==> config.mk <==
export PLATFORM = sky130hd
export DESIGN_NAME = alu_sched
export DESIGN_NICKNAME = d
export VERILOG_FILES = /design/src/rtl/alu_sched_pkg.sv /design/src/rtl/alu_sched_alu.sv /design/src/rtl/alu_sched.sv
export SDC_FILE = /design/constraint.sdc
export NUM_CORES = 1
export LEC_CHECK = 0
export BUFFER_PORTS_ARGS = -buffer_cell sky130_fd_sc_hd__clkbuf_2
export CAP_MARGIN = 40
export CORE_ASPECT_RATIO = 1.5
export CORE_MARGIN = 4
export CORE_UTILIZATION = 50
export CTS_BUF_LIST = sky130_fd_sc_hd__clkbuf_8
export CTS_CLUSTER_SIZE = 16
export DETAILED_ROUTE_END_ITERATION = 12
export PLACE_DENSITY_LB_ADDON = 0.15
export SETUP_SLACK_MARGIN = 0.15
export SYNTH_ARGS = -nofsm -noshare
export SYNTH_HDL_FRONTEND = slang
export SYNTH_SLANG_ARGS = --single-unit
==> constraint.sdc <==
create_clock -name ck -period 3.1 [get_ports ck]
set_clock_uncertainty 0.2 [all_clocks]
set_input_delay 0.465 -clock ck [delete_from_list [all_inputs] [get_ports ck]]
set_output_delay 0.465 -clock ck [all_outputs]
set_load 0.05 [all_outputs]
==> src/rtl/alu_sched_pkg.sv <==
// alu_sched_pkg: shared FSM state encoding, default widths and alu control codes.
package alu_sched_pkg;

    localparam int unsigned DefW  = 8;
    localparam int unsigned DefCw = 4;

    // ALU control codes; any other code yields zero.
    localparam int unsigned CtrAdd = 0;
    localparam int unsigned CtrSub = 1;
    localparam int unsigned CtrAnd = 2;
    localparam int unsigned CtrOr  = 3;
    localparam int unsigned CtrXor = 4;
    localparam int unsigned CtrShl = 5;
    localparam int unsigned CtrShr = 6;
    localparam int unsigned CtrNot = 7;

    typedef enum logic [1:0] {
        StIdle,
        StExec,
        StResp
    } state_e;

endpackage

==> src/rtl/alu_sched_alu.sv <==
// alu: single-cycle ALU with a registered result, shared by the scheduler.
module alu
    import alu_sched_pkg::*;
#(
    parameter int unsigned W  = DefW,
    parameter int unsigned CW = DefCw
) (
    input  logic [W-1:0]  A,
    input  logic [W-1:0]  B,
    output logic [W-1:0]  O,
    input  logic [CW-1:0] CTR,
    input  logic          ck
);

    // Result register; left unreset because the scheduler masks it until a response is valid.
    always_ff @(posedge ck) begin
        case (CTR)
            CW'(CtrAdd): O <= A + B;
            CW'(CtrSub): O <= A - B;
            CW'(CtrAnd): O <= A & B;
            CW'(CtrOr):  O <= A | B;
            CW'(CtrXor): O <= A ^ B;
            CW'(CtrShl): O <= A << 1;
            CW'(CtrShr): O <= A >> 1;
            CW'(CtrNot): O <= ~A;
            default:     O <= '0;
        endcase
    end

endmodule

==> src/rtl/alu_sched.sv <==
// alu_sched: round-robin scheduler time-sharing one registered alu between two requesters.
// Optional feature: define ALU_SCHED_CNT_EN to add per-port accept counters cnt0/cnt1.
module alu_sched
    import alu_sched_pkg::*;
#(
    parameter int unsigned W  = DefW,
    parameter int unsigned CW = DefCw
) (
    input  logic          ck,
    input  logic          rst_n,
    input  logic          req0_valid,
    output logic          req0_ready,
    input  logic [W-1:0]  req0_a,
    input  logic [W-1:0]  req0_b,
    input  logic [CW-1:0] req0_ctr,
    output logic          rsp0_valid,
    input  logic          rsp0_ready,
    output logic [W-1:0]  rsp0_o,
    input  logic          req1_valid,
    output logic          req1_ready,
    input  logic [W-1:0]  req1_a,
    input  logic [W-1:0]  req1_b,
    input  logic [CW-1:0] req1_ctr,
    output logic          rsp1_valid,
    input  logic          rsp1_ready,
    output logic [W-1:0]  rsp1_o
`ifdef ALU_SCHED_CNT_EN
    ,
    output logic [7:0]    cnt0,
    output logic [7:0]    cnt1
`endif
);

    state_e        r_state;
    logic          r_last;   // 1: port 1 was granted last
    logic          r_owner;  // port owning the in-flight operation
    logic          r_rsp0_valid;
    logic          r_rsp1_valid;
    logic [W-1:0]  r_a;
    logic [W-1:0]  r_b;
    logic [CW-1:0] r_ctr;

    logic          w_idle;
    logic          w_grant0;
    logic          w_grant1;
    logic          w_accept;
    logic [W-1:0]  w_alu_o;

    alu #(
        .W  (W),
        .CW (CW)
    ) alu (
        .A   (r_a),
        .B   (r_b),
        .O   (w_alu_o),
        .CTR (r_ctr),
        .ck  (ck)
    );

    // Arbitration, handshake outputs and result masking; everything is forced low in reset.
    always_comb begin
        w_idle     = rst_n && (r_state == StIdle);
        w_grant1   = req1_valid && (!req0_valid || !r_last);
        w_grant0   = req0_valid && !w_grant1;
        w_accept   = w_idle && (w_grant0 || w_grant1);
        req0_ready = w_idle && w_grant0;
        req1_ready = w_idle && w_grant1;
        rsp0_valid = rst_n && r_rsp0_valid;
        rsp1_valid = rst_n && r_rsp1_valid;
        rsp0_o     = rsp0_valid ? w_alu_o : '0;
        rsp1_o     = rsp1_valid ? w_alu_o : '0;
    end

    // Scheduler FSM: accept -> one exec cycle for the alu to sample -> hold response.
    always_ff @(posedge ck) begin
        if (!rst_n) begin
            r_state      <= StIdle;
            r_last       <= 1'b1;
            r_owner      <= 1'b0;
            r_rsp0_valid <= 1'b0;
            r_rsp1_valid <= 1'b0;
            r_a          <= '0;
            r_b          <= '0;
            r_ctr        <= '0;
        end else begin
            unique case (r_state)
                StIdle: begin
                    if (w_accept) begin
                        r_a     <= w_grant1 ? req1_a : req0_a;
                        r_b     <= w_grant1 ? req1_b : req0_b;
                        r_ctr   <= w_grant1 ? req1_ctr : req0_ctr;
                        r_owner <= w_grant1;
                        r_last  <= w_grant1;
                        r_state <= StExec;
                    end
                end
                StExec: begin
                    r_rsp0_valid <= !r_owner;
                    r_rsp1_valid <= r_owner;
                    r_state      <= StResp;
                end
                StResp: begin
                    if (r_owner ? rsp1_ready : rsp0_ready) begin
                        r_rsp0_valid <= 1'b0;
                        r_rsp1_valid <= 1'b0;
                        r_state      <= StIdle;
                    end
                end
                default: r_state <= StIdle;
            endcase
        end
    end

`ifdef ALU_SCHED_CNT_EN
    logic [7:0] r_cnt0;
    logic [7:0] r_cnt1;

    // Per-port accept counters, wrapping naturally at 8 bits.
    always_ff @(posedge ck) begin
        if (!rst_n) begin
            r_cnt0 <= 8'd0;
            r_cnt1 <= 8'd0;
        end else if (w_accept) begin
            if (w_grant1) begin
                r_cnt1 <= r_cnt1 + 8'd1;
            end else begin
                r_cnt0 <= r_cnt0 + 8'd1;
            end
        end
    end

    assign cnt0 = r_cnt0;
    assign cnt1 = r_cnt1;
`endif

endmodule
Word level (Yosys, flattened, before mapping)

Index checks and enable logic that the tools add are counted.

Output and inout bits: 20
Logic and storage cells: 59
Flip-flop bits (word level): 34
Input port bits: 46

Bitwise logic cells: 4
Reductions and logical operators: 20
Multiplexer cells: 13
Eq/ne operators: 11
Add/subtract/negate cells: 2

Operators with widths:

| cell               | number |
|---|---|
| $pmux 8 s8         | 1 |
| $mux 8             | 4 |
| $eq 4x3->1 const B | 4 |
| $add 8x8->8        | 1 |
| $and 8x8->8        | 1 |
| $eq 4x2->1 const B | 2 |
| $logic_and 1x1->1  | 8 |
| $not 8->8          | 1 |
| $or 8x8->8         | 1 |
| $sub 8x8->8        | 1 |
| $xor 8x8->8        | 1 |
| $pmux 2 s3         | 1 |
| $reduce_and 2->1   | 3 |
| $eq 4x1->1 const B | 1 |
| $logic_not 1->1    | 4 |
| $logic_not 4->1    | 1 |
| $mux 2             | 2 |
| $mux 4             | 1 |
| $ne 2x2->1 const B | 2 |
| $pmux 1 s2         | 2 |
| $eq 2x1->1 const B | 1 |
| $eq 2x2->1 const B | 1 |
| $logic_not 2->1    | 1 |
| $logic_or 1x1->1   | 2 |
| 2 further kinds    | 3 |

Logic depth before layout (Yosys ltp)

Word-level depth: 9
Mapped depth: 10
Mapped depth without buffers: 10

Modules after synthesis

Synthesis repeated with hierarchy kept, for this count alone.

Cells, all modules: 323
Area total of the unflattened synthesis: 2802.7 µm²

Modules (own cells, without submodules):

| module    | cells an instance | sequential area each (µm²) | area an instance (µm²) | times used |
|---|---|---|---|---|
| alu_sched | 152               | 520.5                      | 1403.8                 | 1 |
| alu       | 171               | 160.2                      | 1398.8                 | 1 |

Worst setup path after synthesis

OpenSTA, ideal clock, no wires.

Path type: register to register
Start: register r_ctr[1]
End: register alu.O[7]
Library setup time: 130 ps
Cell stages (with the launch flop): 10
Required time: 2770 ps
Buffers on the path: 0
Setup slack: 664 ps
Period minus slack after synthesis: 2436 ps
Data arrival time: 2107 ps
Cells stage by stage: dfxtp_1 -> nor4b_4 -> mux2_2 -> inv_1 -> ha_1 -> nand2b_1 -> a21oi_1 -> o41ai_1 -> or4_1 -> o211ai_2

Word-level cells in the longest chain between the ends: 2
Elaborated cells on any way between the ends: 9
Classes of those cells: 7 x eq/ne; 1 x mux; 1 x reduce/logical

Ends and longest elaborated chain:

| element                                  | RTL line            | text |
|---|---|---|
| start, declared                          | alu_sched.sv:41     | `logic [CW-1:0] r_ctr;` |
| start signal, assigned                   | alu_sched.sv:91     | `r_ctr <= w_grant1 ? req1_ctr : req0_ctr;` |
| $eq 4x3->1, or another cell as far along | alu_sched_alu.sv:17 | `case (CTR)` |
| $pmux 8 s8 (*)                           | alu_sched_alu.sv:17 |  |
| end signal, assigned                     | alu_sched_alu.sv:18 | `CW'(CtrAdd): O <= A + B;` |
| end signal, assigned                     | alu_sched_alu.sv:19 | `CW'(CtrSub): O <= A - B;` |
| end signal, assigned                     | alu_sched_alu.sv:20 | `CW'(CtrAnd): O <= A & B;` |
| end, declared                            | alu_sched_alu.sv:10 | `output logic [W-1:0] O,` |

Every way passes the cells marked *; elsewhere a longest branch is shown, timed or not.
A chain may end at the register's enable or synchronous reset.

Worst setup path after layout

Ends and elaborated chain as after synthesis.

==> flow_metrics.tcl <==
set metrics [dict create \
    height_of_the_chip_um 97.8 \
    total_cell_area_at_the_placement_stage_um2 3070 \
    highest_clock_frequency_the_design_can_meet_mhz 368 \
    postSynth.topFlopCell "sky130_fd_sc_hd__dfxtp_1" \
    synth_cells 309 \
    grt_setup_unrepaired "false" \
    drc 0 \
    synth_most_common_cell "sky130_fd_sc_hd__dfxtp_1" \
    max-clock-path-buffers 2 \
    netlist_area_um2 2690 \
    finalInstanceArea_um2 3180 \
    num_rows 32 \
    pin_count_of_the_biggest_net_entering_global_routing 43 \
    cap_violations 0 \
    cts-resized-gates 0 \
    swShare_pct 36.7 \
    post-route-util_pct 61.6 \
    htree_levels 2 \
    syn-num-nets 380 \
    tritoncts "yes" \
    least_margin_pin_slew_ps 491 \
    initial_utilization_pct 52.0 \
    drt_wl_total_um 6690 \
    vias 2511 \
    yosys_warnings 0 \
    power_frac_clock_pct 24.8 \
    finalCritPeriodShare_pct 87.7 \
    cp.arrival_ps 2730 \
    worstSetupPathType "flip-flop to flip-flop" \
    avgViaCountPerCell 5.73 \
    critical_path.startpoint_type "flip-flop" \
    synth_largest_type_area_fraction_pct 25.3 \
    drtAntennaViolNets 0 \
    ios 66 \
    timing.critical_path.required_ps 3110 \
    first_global_vias 2410 \
    power.combinational.fraction_pct 39.7 \
    drc_marker_count_from_the_first_detailed_route_iteration 101 \
    seq_power_share_pct 35.6 \
    netlist_top_cells_count "34 x sky130_fd_sc_hd__dfxtp_1, 31 x sky130_fd_sc_hd__nand2_1, 25 x sky130_fd_sc_hd__mux2i_1" \
    worst_hold_path_type "flip-flop to flip-flop" \
    final.min_clock_period_ps 2720 \
    hold_slack_ps 292 \
    synth-seq-area-share_pct 25.3 \
    area_growth_syn_to_layout_pct 18.5 \
    die_outline_width_um 67.8 \
    netlist-cell-type-count 55 \
    antenna_found_initial 0 \
    endpoint_kind "flip-flop" \
    synth-edff-count 0 \
    grt_first_pass_wirelength_um 11000 \
    power_switching_mw 0.612 \
    internal_power_mw 1.06 \
    timing.final.setup_violations 0 \
    routed_wire_length_per_instance_um 15.3 \
    overflow 0 \
    postCtsHoldBufs 0 \
    timing.max_slew.rel_slack_pct 67.1 \
    max-vdd-ir-drop_uv 301 \
    grtUsageTotal_pct 21.3 \
    buffer_ports.inserted 65 \
    leakagePower_nw 1.67 \
    fp.dieArea_um2 6630 \
    clk-insertion-delay-late_ps 290 \
    detailedRoute.firstPassIterationCount 4 \
    ys_top_cells_by_area "sky130_fd_sc_hd__dfxtp_1 25%, sky130_fd_sc_hd__ha_1 11%, sky130_fd_sc_hd__mux2i_1 9.3%, sky130_fd_sc_hd__o211a_1 7.8%, sky130_fd_sc_hd__nand2_1 4.3%" \
    power_density_nw_per_um2 524 \
    cts.reportedPaths.clkPinSlew_ps 80 \
    num_antenna_cells 0 \
    final_hold_vio_count 0 \
    max_fo_critical_path 7 \
    ys_ff_latch 34 \
    clock_sink_count 34 \
    finalMaxSlewViolations 0 \
    power.total_mw 1.67 \
    place_congestion 0.938 \
    placeableCoreArea_um2 5160 \
    clockRootBuffer "sky130_fd_sc_hd__clkbuf_8" \
    average_footprint_of_a_synthesized_cell_um2 8.69 \
    run_status "finished, final reports clean" \
    fin_tns_setup_ps 0 \
    cts_setup_buffers 0 \
    cts-buffers-inserted 5 \
    drive_above_1_share_pct 25.9 \
    fillcell_total 492 \
    synth_top_area_cell "sky130_fd_sc_hd__dfxtp_1" \
    hpwlAfterDp_um 5160 \
    finish.net_count 440 \
    proportion_of_synthesized_flip_flops_having_asynchronous_set_or_reset_pct 0 \
]
-- worst max-delay path, cell delays in order, from the launching register on --
cell and delay [ps]:
sky130_fd_sc_hd__dfxtp_1 340, sky130_fd_sc_hd__nor4b_4 510, sky130_fd_sc_hd__a21oi_1 110, sky130_fd_sc_hd__xnor2_1 170, sky130_fd_sc_hd__ha_1 370, sky130_fd_sc_hd__o211ai_1 130, sky130_fd_sc_hd__a21oi_1 210, sky130_fd_sc_hd__o41ai_1 120
sky130_fd_sc_hd__or4_1 420, sky130_fd_sc_hd__o211ai_2 80
-- area by class of cell --
cell class	count	area (µm²)	area share, %
Clock inverter	3	45.0	1.42
Multi-Input combinational cell	232	1830	57.5
Clock buffer	5	68.8	2.16
Inverter	23	86.3	2.71
Sequential cell	34	681	21.4
Timing Repair Buffer	73	385	12.1
Tap cell	68	85.1	2.67
-- power by group through the flow --
stage	Sequential, mW	Clock [mW]	Combinational [mW]
after floorplan	0.572	0	0.520
after global placement	0.601	0	0.643
after detailed placement	0.602	0	0.654
after CTS	0.592	0.423	0.658
after global routing	0.604	0.442	0.738
final	0.593	0.413	0.661
-- through the flow --
stage,instances,worst slack (ps)
6_report,438,381
5_1_grt,438,214
4_1_cts,438,394
3_5_place_dp,430,413
3_3_place_gp,430,503
2_1_floorplan,309,664
-- registers in the layout (all words and copies together), names as in the netlist --
name          count
r_ctr             4
alu.O             8
r_owner           1
r_rsp1_valid      1
r_b               8
r_state           2
r_a               8
r_last            1
r_rsp0_valid      1
-- cell usage in the layout (no fill, tap or decap), types with 2 or more instances in the layout --
| cell | n |
|---|---|
| sky130_fd_sc_hd__inv_1 | 22 |
| sky130_fd_sc_hd__xnor2_1 | 7 |
| sky130_fd_sc_hd__nand3_1 | 2 |
| sky130_fd_sc_hd__nand2b_1 | 5 |
| sky130_fd_sc_hd__o22ai_1 | 2 |
| sky130_fd_sc_hd__o221ai_1 | 4 |
| sky130_fd_sc_hd__nand2_1 | 31 |
| sky130_fd_sc_hd__and2_1 | 3 |
| sky130_fd_sc_hd__o21a_1 | 3 |
| sky130_fd_sc_hd__a32o_1 | 2 |
| sky130_fd_sc_hd__clkinvlp_4 | 2 |
| sky130_fd_sc_hd__o21ai_0 | 10 |
| sky130_fd_sc_hd__mux4_2 | 2 |
| sky130_fd_sc_hd__nor2_1 | 13 |
| sky130_fd_sc_hd__dfxtp_1 | 34 |
| sky130_fd_sc_hd__mux2_2 | 6 |
| sky130_fd_sc_hd__o21ai_1 | 2 |
| sky130_fd_sc_hd__a32oi_1 | 2 |
| sky130_fd_sc_hd__mux2i_1 | 25 |
| sky130_fd_sc_hd__buf_4 | 8 |
| sky130_fd_sc_hd__and3_1 | 18 |
| sky130_fd_sc_hd__ha_1 | 24 |
| sky130_fd_sc_hd__o41ai_1 | 2 |
| sky130_fd_sc_hd__nor3_1 | 2 |
| sky130_fd_sc_hd__a22oi_1 | 2 |
| sky130_fd_sc_hd__a21oi_1 | 13 |
| sky130_fd_sc_hd__o211a_1 | 21 |
| sky130_fd_sc_hd__nor2b_1 | 5 |
| sky130_fd_sc_hd__a31oi_1 | 2 |
| sky130_fd_sc_hd__clkbuf_8 | 5 |
| sky130_fd_sc_hd__clkbuf_2 | 65 |
| sky130_fd_sc_hd__o211ai_1 | 2 |
-- cell families (layout without fill, tap and decap cells) --
group / after synthesis / after routing / share of synthesized area (%)
buf+inv: 43 / 104 / 6.57
flops: 34 / 34 / 25.3
xor+xnor: 8 / 8 / 2.61
fa+ha+maj: 25 / 25 / 11.9
mux: 33 / 33 / 13.5
compound gates: 81 / 81 / 23.5
simple gates: 85 / 85 / 16.5
-- metal layers --
layer	routed length [µm]	GRT usage, %	part of all wire [%]
met1	2610	24.1	39
met2	3510	37.4	52
met3	348	3.34	5.2
met4	223	9.95	3.3
met5	0	0	0
-- path summary, 6_finish.rpt --
check | start | end | slack [ps] | cells past startpoint
min reg2reg | r_state[1] | r_rsp1_valid | 290 | 1
min | r_state[1] | r_rsp1_valid | 290 | 1
max | r_ctr[1] | alu.O[7] | 380 | 9
max reg2reg | r_ctr[1] | alu.O[7] | 380 | 9
(Power assumes the default switching activity.)
